### config.mk
export PLATFORM = sky130hd
export DESIGN_NAME = mem_arbiter_flat
export DESIGN_NICKNAME = d
export VERILOG_FILES = /design/src/rtl/mem_arbiter_if.sv /design/src/rtl/mem_arbiter.sv /design/src/flat_wrapper.sv
export SDC_FILE = /design/constraint.sdc
export NUM_CORES = 1
export LEC_CHECK = 0
export ABC_AREA = 0
export BUFFER_PORTS_ARGS = -buffer_cell sky130_fd_sc_hd__buf_4
export CELL_PAD_IN_SITES_DETAIL_PLACEMENT = 1
export CELL_PAD_IN_SITES_GLOBAL_PLACEMENT = 1
export CORE_MARGIN = 2
export CORE_UTILIZATION = 33
export DETAILED_ROUTE_END_ITERATION = 16
export GPL_ROUTABILITY_DRIVEN = 0
export HOLD_SLACK_MARGIN = 0.12
export MAX_ROUTING_LAYER = met4
export PLACE_DENSITY_LB_ADDON = 0.1
export SYNTH_ARGS = -nofsm -noshare
export SYNTH_HDL_FRONTEND = slang
export SYNTH_SLANG_ARGS = --single-unit
### constraint.sdc
create_clock -name clk -period 1.7 [get_ports clk]
set_input_delay 0.17 -clock clk [delete_from_list [all_inputs] [get_ports clk]]
set_output_delay 0.17 -clock clk [all_outputs]
set_load 0.01 [all_outputs]
### src/rtl/mem_arbiter_if.sv
// Bus bundle between the CPU fetch/load-store ports, the arbiter and the word-addressed memory.
// MEM_ARB_LOADER_EN adds the boot-loader write port and the cpu_hold stall output.
interface mem_arbiter_if;
    logic        if_req;
    logic [31:0] if_addr;
    logic        if_gnt;
    logic        if_rvalid;
    logic [31:0] if_rdata;

    logic        ls_req;
    logic        ls_we;
    logic [31:0] ls_addr;
    logic [31:0] ls_wdata;
    logic        ls_gnt;
    logic        ls_rvalid;
    logic [31:0] ls_rdata;

    logic [31:0] mem_address;
    logic [31:0] mem_data_in;
    logic        mem_write_enable;
    logic [31:0] mem_data_out;

`ifdef MEM_ARB_LOADER_EN
    logic        ld_req;
    logic [31:0] ld_addr;
    logic [31:0] ld_wdata;
    logic        ld_gnt;
    logic        cpu_hold;

    modport slave (
        input  if_req, if_addr, ls_req, ls_we, ls_addr, ls_wdata, mem_data_out,
        input  ld_req, ld_addr, ld_wdata,
        output if_gnt, if_rvalid, if_rdata, ls_gnt, ls_rvalid, ls_rdata,
        output mem_address, mem_data_in, mem_write_enable, ld_gnt, cpu_hold
    );

    modport master (
        output if_req, if_addr, ls_req, ls_we, ls_addr, ls_wdata, mem_data_out,
        output ld_req, ld_addr, ld_wdata,
        input  if_gnt, if_rvalid, if_rdata, ls_gnt, ls_rvalid, ls_rdata,
        input  mem_address, mem_data_in, mem_write_enable, ld_gnt, cpu_hold
    );
`else
    modport slave (
        input  if_req, if_addr, ls_req, ls_we, ls_addr, ls_wdata, mem_data_out,
        output if_gnt, if_rvalid, if_rdata, ls_gnt, ls_rvalid, ls_rdata,
        output mem_address, mem_data_in, mem_write_enable
    );

    modport master (
        output if_req, if_addr, ls_req, ls_we, ls_addr, ls_wdata, mem_data_out,
        input  if_gnt, if_rvalid, if_rdata, ls_gnt, ls_rvalid, ls_rdata,
        input  mem_address, mem_data_in, mem_write_enable
    );
`endif
endinterface

### src/rtl/mem_arbiter.sv
// Arbitrates the single-port memory between instruction fetch and load/store, with starvation guard.
// Optional boot-loader write port with absolute priority is enabled by defining MEM_ARB_LOADER_EN.
module mem_arbiter #(
    parameter int STARVE_LIMIT = 4,
    parameter int CNT_W        = 3
) (
    input  logic         clk,
    input  logic         rst,
    mem_arbiter_if.slave bus
);

    typedef enum logic [1:0] {
        IDLE,
        RD_IF,
        RD_LS
    } state_t;

    state_t           state;
    logic [CNT_W-1:0] starve_cnt;
    logic [29:0]      last_addr;
    logic [31:0]      last_wdata;
    logic [31:0]      if_hold;
    logic [31:0]      ls_hold;

    logic        starved;
    logic        ld_win;
    logic        if_win;
    logic        ls_win;
    logic        write_win;
    logic [29:0] sel_addr;
    logic [31:0] sel_wdata;
    logic        unused_addr_bits;

    assign starved          = starve_cnt >= CNT_W'(STARVE_LIMIT);
    assign unused_addr_bits = ^{bus.if_addr[1:0], bus.ls_addr[1:0]};

`ifdef MEM_ARB_LOADER_EN
    logic ld_prev;
    logic unused_ld_bits;

    assign ld_win         = bus.ld_req;
    assign unused_ld_bits = ^bus.ld_addr[1:0];
    assign bus.ld_gnt     = !rst && ld_win;
    // The core stays stalled one extra cycle so the last loader write settles first.
    assign bus.cpu_hold   = !rst && (bus.ld_req || ld_prev);

    always_ff @(posedge clk) begin
        if (rst) begin
            ld_prev <= 1'b0;
        end else begin
            ld_prev <= bus.ld_req;
        end
    end
`else
    assign ld_win = 1'b0;
`endif

    always_comb begin
        if_win    = bus.if_req && !ld_win && (!bus.ls_req || starved);
        ls_win    = bus.ls_req && !ld_win && !if_win;
        write_win = 1'b0;
        sel_addr  = last_addr;
        sel_wdata = last_wdata;
`ifdef MEM_ARB_LOADER_EN
        if (ld_win) begin
            sel_addr  = bus.ld_addr[31:2];
            sel_wdata = bus.ld_wdata;
            write_win = 1'b1;
        end else
`endif
        if (if_win) begin
            sel_addr = bus.if_addr[31:2];
        end else if (ls_win) begin
            sel_addr = bus.ls_addr[31:2];
            if (bus.ls_we) begin
                sel_wdata = bus.ls_wdata;
                write_win = 1'b1;
            end
        end
    end

    // Every output is forced low during reset so an in-flight read never escapes.
    assign bus.if_gnt           = !rst && if_win;
    assign bus.ls_gnt           = !rst && ls_win;
    assign bus.mem_address      = rst ? 32'd0 : {2'b00, sel_addr};
    assign bus.mem_data_in      = rst ? 32'd0 : sel_wdata;
    assign bus.mem_write_enable = !rst && write_win;
    assign bus.if_rvalid        = !rst && (state == RD_IF);
    assign bus.ls_rvalid        = !rst && (state == RD_LS);
    assign bus.if_rdata         = rst ? 32'd0 : ((state == RD_IF) ? bus.mem_data_out : if_hold);
    assign bus.ls_rdata         = rst ? 32'd0 : ((state == RD_LS) ? bus.mem_data_out : ls_hold);

    always_ff @(posedge clk) begin
        if (rst) begin
            state      <= IDLE;
            starve_cnt <= '0;
            last_addr  <= '0;
            last_wdata <= '0;
            if_hold    <= '0;
            ls_hold    <= '0;
        end else begin
            last_addr  <= sel_addr;
            last_wdata <= sel_wdata;

            if (state == RD_IF) begin
                if_hold <= bus.mem_data_out;
            end
            if (state == RD_LS) begin
                ls_hold <= bus.mem_data_out;
            end

            if (if_win) begin
                state <= RD_IF;
            end else if (ls_win && !bus.ls_we) begin
                state <= RD_LS;
            end else begin
                state <= IDLE;
            end

            // Loader cycles freeze the counter rather than charging the denial to load/store.
            if (!bus.if_req || if_win) begin
                starve_cnt <= '0;
            end else if (!ld_win && !starved) begin
                starve_cnt <= starve_cnt + CNT_W'(1);
            end
        end
    end

endmodule

### src/flat_wrapper.sv
// flat-port wrapper written by rule: the top's interface ports become plain ports
module mem_arbiter_flat 
#(
    parameter int STARVE_LIMIT = 4,
    parameter int CNT_W        = 3
)
  (clk, rst, bus_if_req, bus_if_addr, bus_ls_req, bus_ls_we, bus_ls_addr, bus_ls_wdata, bus_mem_data_out, bus_if_gnt, bus_if_rvalid, bus_if_rdata, bus_ls_gnt, bus_ls_rvalid, bus_ls_rdata, bus_mem_address, bus_mem_data_in, bus_mem_write_enable);
  mem_arbiter_if bus_i ();
  input  logic clk;
  input  logic rst;
  input wire logic [$bits(bus_i.if_req)-1:0] bus_if_req;
  input wire logic [$bits(bus_i.if_addr)-1:0] bus_if_addr;
  input wire logic [$bits(bus_i.ls_req)-1:0] bus_ls_req;
  input wire logic [$bits(bus_i.ls_we)-1:0] bus_ls_we;
  input wire logic [$bits(bus_i.ls_addr)-1:0] bus_ls_addr;
  input wire logic [$bits(bus_i.ls_wdata)-1:0] bus_ls_wdata;
  input wire logic [$bits(bus_i.mem_data_out)-1:0] bus_mem_data_out;
  output wire logic [$bits(bus_i.if_gnt)-1:0] bus_if_gnt;
  output wire logic [$bits(bus_i.if_rvalid)-1:0] bus_if_rvalid;
  output wire logic [$bits(bus_i.if_rdata)-1:0] bus_if_rdata;
  output wire logic [$bits(bus_i.ls_gnt)-1:0] bus_ls_gnt;
  output wire logic [$bits(bus_i.ls_rvalid)-1:0] bus_ls_rvalid;
  output wire logic [$bits(bus_i.ls_rdata)-1:0] bus_ls_rdata;
  output wire logic [$bits(bus_i.mem_address)-1:0] bus_mem_address;
  output wire logic [$bits(bus_i.mem_data_in)-1:0] bus_mem_data_in;
  output wire logic [$bits(bus_i.mem_write_enable)-1:0] bus_mem_write_enable;
  assign bus_i.if_req = bus_if_req;
  assign bus_i.if_addr = bus_if_addr;
  assign bus_i.ls_req = bus_ls_req;
  assign bus_i.ls_we = bus_ls_we;
  assign bus_i.ls_addr = bus_ls_addr;
  assign bus_i.ls_wdata = bus_ls_wdata;
  assign bus_i.mem_data_out = bus_mem_data_out;
  assign bus_if_gnt = bus_i.if_gnt;
  assign bus_if_rvalid = bus_i.if_rvalid;
  assign bus_if_rdata = bus_i.if_rdata;
  assign bus_ls_gnt = bus_i.ls_gnt;
  assign bus_ls_rvalid = bus_i.ls_rvalid;
  assign bus_ls_rdata = bus_i.ls_rdata;
  assign bus_mem_address = bus_i.mem_address;
  assign bus_mem_data_in = bus_i.mem_data_in;
  assign bus_mem_write_enable = bus_i.mem_write_enable;
  mem_arbiter #(.STARVE_LIMIT(STARVE_LIMIT), .CNT_W(CNT_W)) u_core (.clk(clk), .rst(rst), .bus(bus_i));
endmodule
# Word level (Yosys, flattened, before mapping)
# Cells that the tools add are included.
classes:
  n_eq_ne: 2
  n_lt_le_gt_ge: 1
  mux: 16
  n_reduce_logical: 17
  add_sub_neg: 1
ops:
  columns: ["operator", "n"]
  rows:
  - ["$mux 32", 8]
  - ["$mux 30", 3]
  - ["$logic_and 1x1->1", 8]
  - ["$logic_not 1->1", 5]
  - ["$mux 1", 4]
  - ["$reduce_or 2->1", 2]
  - ["$add 3x1->3 const B", 1]
  - ["$ge 3x3->1 const B", 1]
  - ["$eq 2x1->1 const B", 1]
  - ["$eq 2x2->1 const B", 1]
  - ["$logic_or 1x1->1", 2]
  - ["$mux 2", 1]
word_totals:
  out_inout_bits: 133
  register_bits: 131
  elab_cells: 44

# Depth between registers and ports, before layout
logic_depth:
  word_depth: 8
  ltp_mapped: 6
  depth_no_buf: 3

# Worst setup path before layout
# Ideal clock, no wire load.
synth_path:
  path_type: "register -> output"
  start: "register u_core.starve_cnt[2]"
  end: "output port bus_mem_data_in[24]"
  t_required_ps: 1530
  stages_incl_launch_ff: 6
  t_arrival_ps: 1277
  path_slack_ps: 253
  path_cell_list: "dfxtp_1 -> and2_4 -> buf_6 -> buf_2 -> or3b_1 -> a21oi_1"
synth_via:
  elab_chain_cells: 8
synth_lines:
  columns: ["element", "line_no", "text"]
  rows:
  - ["start, declared", "mem_arbiter.sv:19", "logic [CNT_W-1:0] starve_cnt;"]
  - ["start signal, assigned", "mem_arbiter.sv:124", "starve_cnt <= starve_cnt + CNT_W'(1);"]
  - ["$ge 3x3->1 *", "mem_arbiter.sv:34", "assign starved = starve_cnt >= CNT_W'(STARVE_LIMIT);"]
  - ["$logic_or 1x1->1 *", "mem_arbiter.sv:59", "if_win = bus.if_req && !ld_win && (!bus.ls_req || starved);"]
  - ["$logic_and 1x1->1 *", "mem_arbiter.sv:59", null]
  - ["$logic_not 1->1", "mem_arbiter.sv:60", "ls_win = bus.ls_req && !ld_win && !if_win;"]
  - ["$logic_and 1x1->1", "mem_arbiter.sv:60", null]
  - ["$mux 32", "mem_arbiter.sv:73", "end else if (ls_win) begin"]
  - ["$mux 32 *", "mem_arbiter.sv:71", "if (if_win) begin"]
  - ["$mux 32 *", "mem_arbiter.sv:86", "assign bus.mem_data_in = rst ? 32'd0 : sel_wdata;"]
  - ["end, declared", "flat_wrapper.sv:25", "output wire logic [$bits(bus_i.mem_data_in)-1:0] bus_mem_data_in;"]
# Every way passes the cells marked *; elsewhere a longest branch is shown, timed or not.

# Worst setup path after layout
layout_path:
  start: "register u_core.state[1]"
  end: "output port bus_ls_rdata[27]"
layout_via:
  elab_chain_cells: 3
layout_lines:
  columns: ["element", "line_no", "text"]
  rows:
  - ["start, declared", "mem_arbiter.sv:18", "state_t state;"]
  - ["start signal, assigned", "mem_arbiter.sv:95", "state <= IDLE;"]
  - ["start signal, assigned", "mem_arbiter.sv:113", "state <= RD_IF;"]
  - ["start signal, assigned", "mem_arbiter.sv:115", "state <= RD_LS;"]
  - ["$eq 2x2->1", "mem_arbiter.sv:91", "assign bus.ls_rdata = rst ? 32'd0 : ((state == RD_LS) ? bus.mem_data_out : ls_hold);"]
  - ["$mux 32 (2 in series)", "mem_arbiter.sv:91", null]
  - ["end, declared", "flat_wrapper.sv:23", "output wire logic [$bits(bus_i.ls_rdata)-1:0] bus_ls_rdata;"]
# Every way passes these cells.

==> impl_metrics.json <==
{
  "status": "complete, but fails checks",
  "violations_in_the_final_reports": "negative setup slack",
  "cell_count_after_synthesis": 594,
  "die_x_um": 131,
  "relSlewSlack": 0.272,
  "crit_path_max_fanout": 7,
  "leakage_uw": 0.00495,
  "fp.coreArea_um2": 15900,
  "globalRouteOverflowTotal": 0,
  "drc_errors": 0,
  "io_pins": 266,
  "avgRoutedWirePerCell_um": 32.6,
  "power_density_nw_per_um2": 827,
  "drv.max_cap_violation_count": 0,
  "finalClockSkew_ns": 0.0159,
  "setup_tns_ns": -40.08,
  "cts_num_sinks": 131,
  "first_pass_iters": 8,
  "maximum_number_of_pins_on_one_net_before_global_route_repair": 66,
  "synth_cell_types": 27,
  "finalSetupViolations": 139,
  "worst_pin_slew_ns": 1.09,
  "drv_slew": 0,
  "worst_slack_ns": -0.552,
  "synth_area_leaders": "dfxtp_1 (49%), o2bb2ai_1 (9.8%), a21oi_1 (9.0%)",
  "ys_top_cells_by_count": "dfxtp_1 (131), nand2_1 (128), a21oi_1 (96)",
  "antenna_left": 0,
  "worst-setup-path-type": "reg2out",
  "buffer_ports.inserted": 259,
  "viasPerCell": 5.93,
  "post-synth-top-area-fraction": 0.489,
  "dr.first_iter.drc_count": 564,
  "grt_pass1_vias": 7056,
  "critPathCaptureType": "output pin",
  "top_count_cell_post_synth": "dfxtp_1",
  "syn_warnings": 0,
  "antenna_violations_before_repair": 1,
  "clock_latency_ns": 0.43,
  "report.final.hold_viol_count": 0,
  "cts_tree": "yes",
  "rsz0062_at_grt": "yes",
  "initial_core_util": 0.338,
  "data_required_time_of_the_worst_path_ns": 1.53,
  "synth.cell_area_um2": 5360,
  "critical_path_slowest_stage_cell": "a21oi_1",
  "finalWirelength_um": 40900,
  "numCtsBuffers": 17,
  "synthToLayoutAreaGrowth_pct": 114,
  "globalRouteTotalUtil": 0.304,
  "synth.yosys.seq_area_share": 0.489,
  "post_layout_net_count": 1159,
  "cts_htree_levels": 4,
  "num_rows": 46,
  "post_synth.cell_area_avg_um2": 9.03,
  "dr_total_vias": 7442,
  "synth_enable_flop_cells": 0,
  "worstSetupStartpointType": "flop",
  "ctsRootBufferMaster": "clkbuf_16",
  "hold_path_class": "in2reg",
  "cp_slowest_stage_delay_ns": 0.39,
  "area_leader_netlist": "dfxtp_1",
  "proportion_of_layout_cells_with_a_drive_suffix_above_1": 0.541,
  "ys_dominant_reg_cell": "dfxtp_1",
  "clkTransAtPathRegs_ns": 0.07,
  "fin_cells": 1255,
  "synth.ff_latch_count": 131,
  "die_area_um2": 17300,
  "placed_cells": 1025,
  "grt_pass1_wl_um": 40300,
  "finalWorstPathRequiredPeriod_ns": 2.25,
  "max_freq_mhz": 444,
  "cts_buffer_depth": 2,
  "cell_chain_of_the_critical_path": "buf_6 -> nand2b_4 -> buf_12 -> buf_16 -> nand2_1 -> a21oi_1 -> buf_4",
  "height_of_the_chip_um": 131,
  "peakVddDrop_mv": 0.820,
  "period_share": 1.32,
  "placed_wire_length_estimate_after_detailed_placement_um": 12300,
  "postSynth.asyncResetShare": 0,
  "worst_path_arrival_time_ns": 2.08
}
through the flow:
stage / cell area [um2] / total power [uW] / hold slack [ns] / utilization / worst slack (ns)
2_1_floorplan: 5370 / 3790 / 0.247 / - / 0.253
3_3_place_gp: 7420 / 4320 / 0.374 / 0.467 / 0.115
3_5_place_dp: 7420 / 4360 / 0.385 / 0.467 / 0.0691
4_1_cts: 10400 / 8790 / 0.120 / 0.657 / -0.270
5_1_grt: 11500 / 9620 / 0.132 / 0.722 / -0.532
6_report: 11500 / 9480 / 0.134 / 0.722 / -0.552
per-layer routing:
metal / GRT usage / share of wire / routed length [um]
met5: - / 0 / 0
met1: 0.326 / 0.35 / 14200
met2: 0.551 / 0.50 / 20300
met3: 0.0613 / 0.069 / 2810
met4: 0.119 / 0.088 / 3600
cell type report:
type | instances | area (um2)
fill | 1581 | 4420
clock inverter | 14 | 201
multi-input combinational | 407 | 3510
timing repair buffer | 463 | 4390
tap | 216 | 270
antenna | 2 | 5.00
sequential | 131 | 2630
clock buffer | 18 | 439
inverter | 4 | 15.0
where the power goes:
part | total (uW) | switching (uW) | internal (uW)
logic | 1980 | 1010 | 962
clock network | 4220 | 1700 | 2520
registers | 3280 | 79.1 | 3200
layout by cell type, fill, tap and decap left out, types with 36 or more instances in the layout:
cell / n
o2bb2ai_1: 47
a21oi_2: 36
dfxtp_1: 128
buf_4: 271
dlygate4sd3_1: 106
buf_6: 56
nand2_4: 49
nand2_1: 66
state kept, by name, summed over array words and instances, names as in the netlist:
signal,count
u_core.ls_hold,32
u_core.state,2
u_core.starve_cnt,3
u_core.last_wdata,32
u_core.last_addr,30
u_core.if_hold,32
worst max-delay path: cells and delay by family, from the launching register on:
family                 cells  cell delay, ns
DFF                        1            0.37
AOI/OAI and AO/OA          1            0.39
and+or+nand+nor            2            0.25
buffers and inverters      4            0.63
worst paths after layout:
path | start | endpoint | slack [ns] | depth (start not counted)
worst min-delay path | bus_ls_wdata[19] | u_core.last_wdata[19] | 0.13 | 3
worst max register to register | u_core.state[0] | u_core.if_hold[12] | -0.23 | 11
worst max-delay path | u_core.state[1] | bus_ls_rdata[27] | -0.55 | 7
worst min register to register | u_core.ls_hold[19] | u_core.ls_hold[19] | 0.49 | 2
kinds of logic after synthesis:
kind of cell / after synthesis / synth area share
buffers and inverters: 63 / 0.0669
multiplexers: 30 / 0.0560
other: 1 / 0.000699
AO/OA/AOI/OAI: 189 / 0.219
flip-flops: 131 / 0.489
adder cells (fa/ha/maj): 2 / 0.00466
AND/OR/NAND/NOR: 178 / 0.163
timing repair:
action                                  in CTS  in global routing
resized for setup                          187                176
hold buffers                               106                  0
pin swaps                                   79                 85
endpoints found under the setup margin     128                133
buffers inserted                            39                 39
hold endpoints to repair                   105                  0
cloned                                      20                  4
Note: power is estimated with default switching activity, not from simulation.
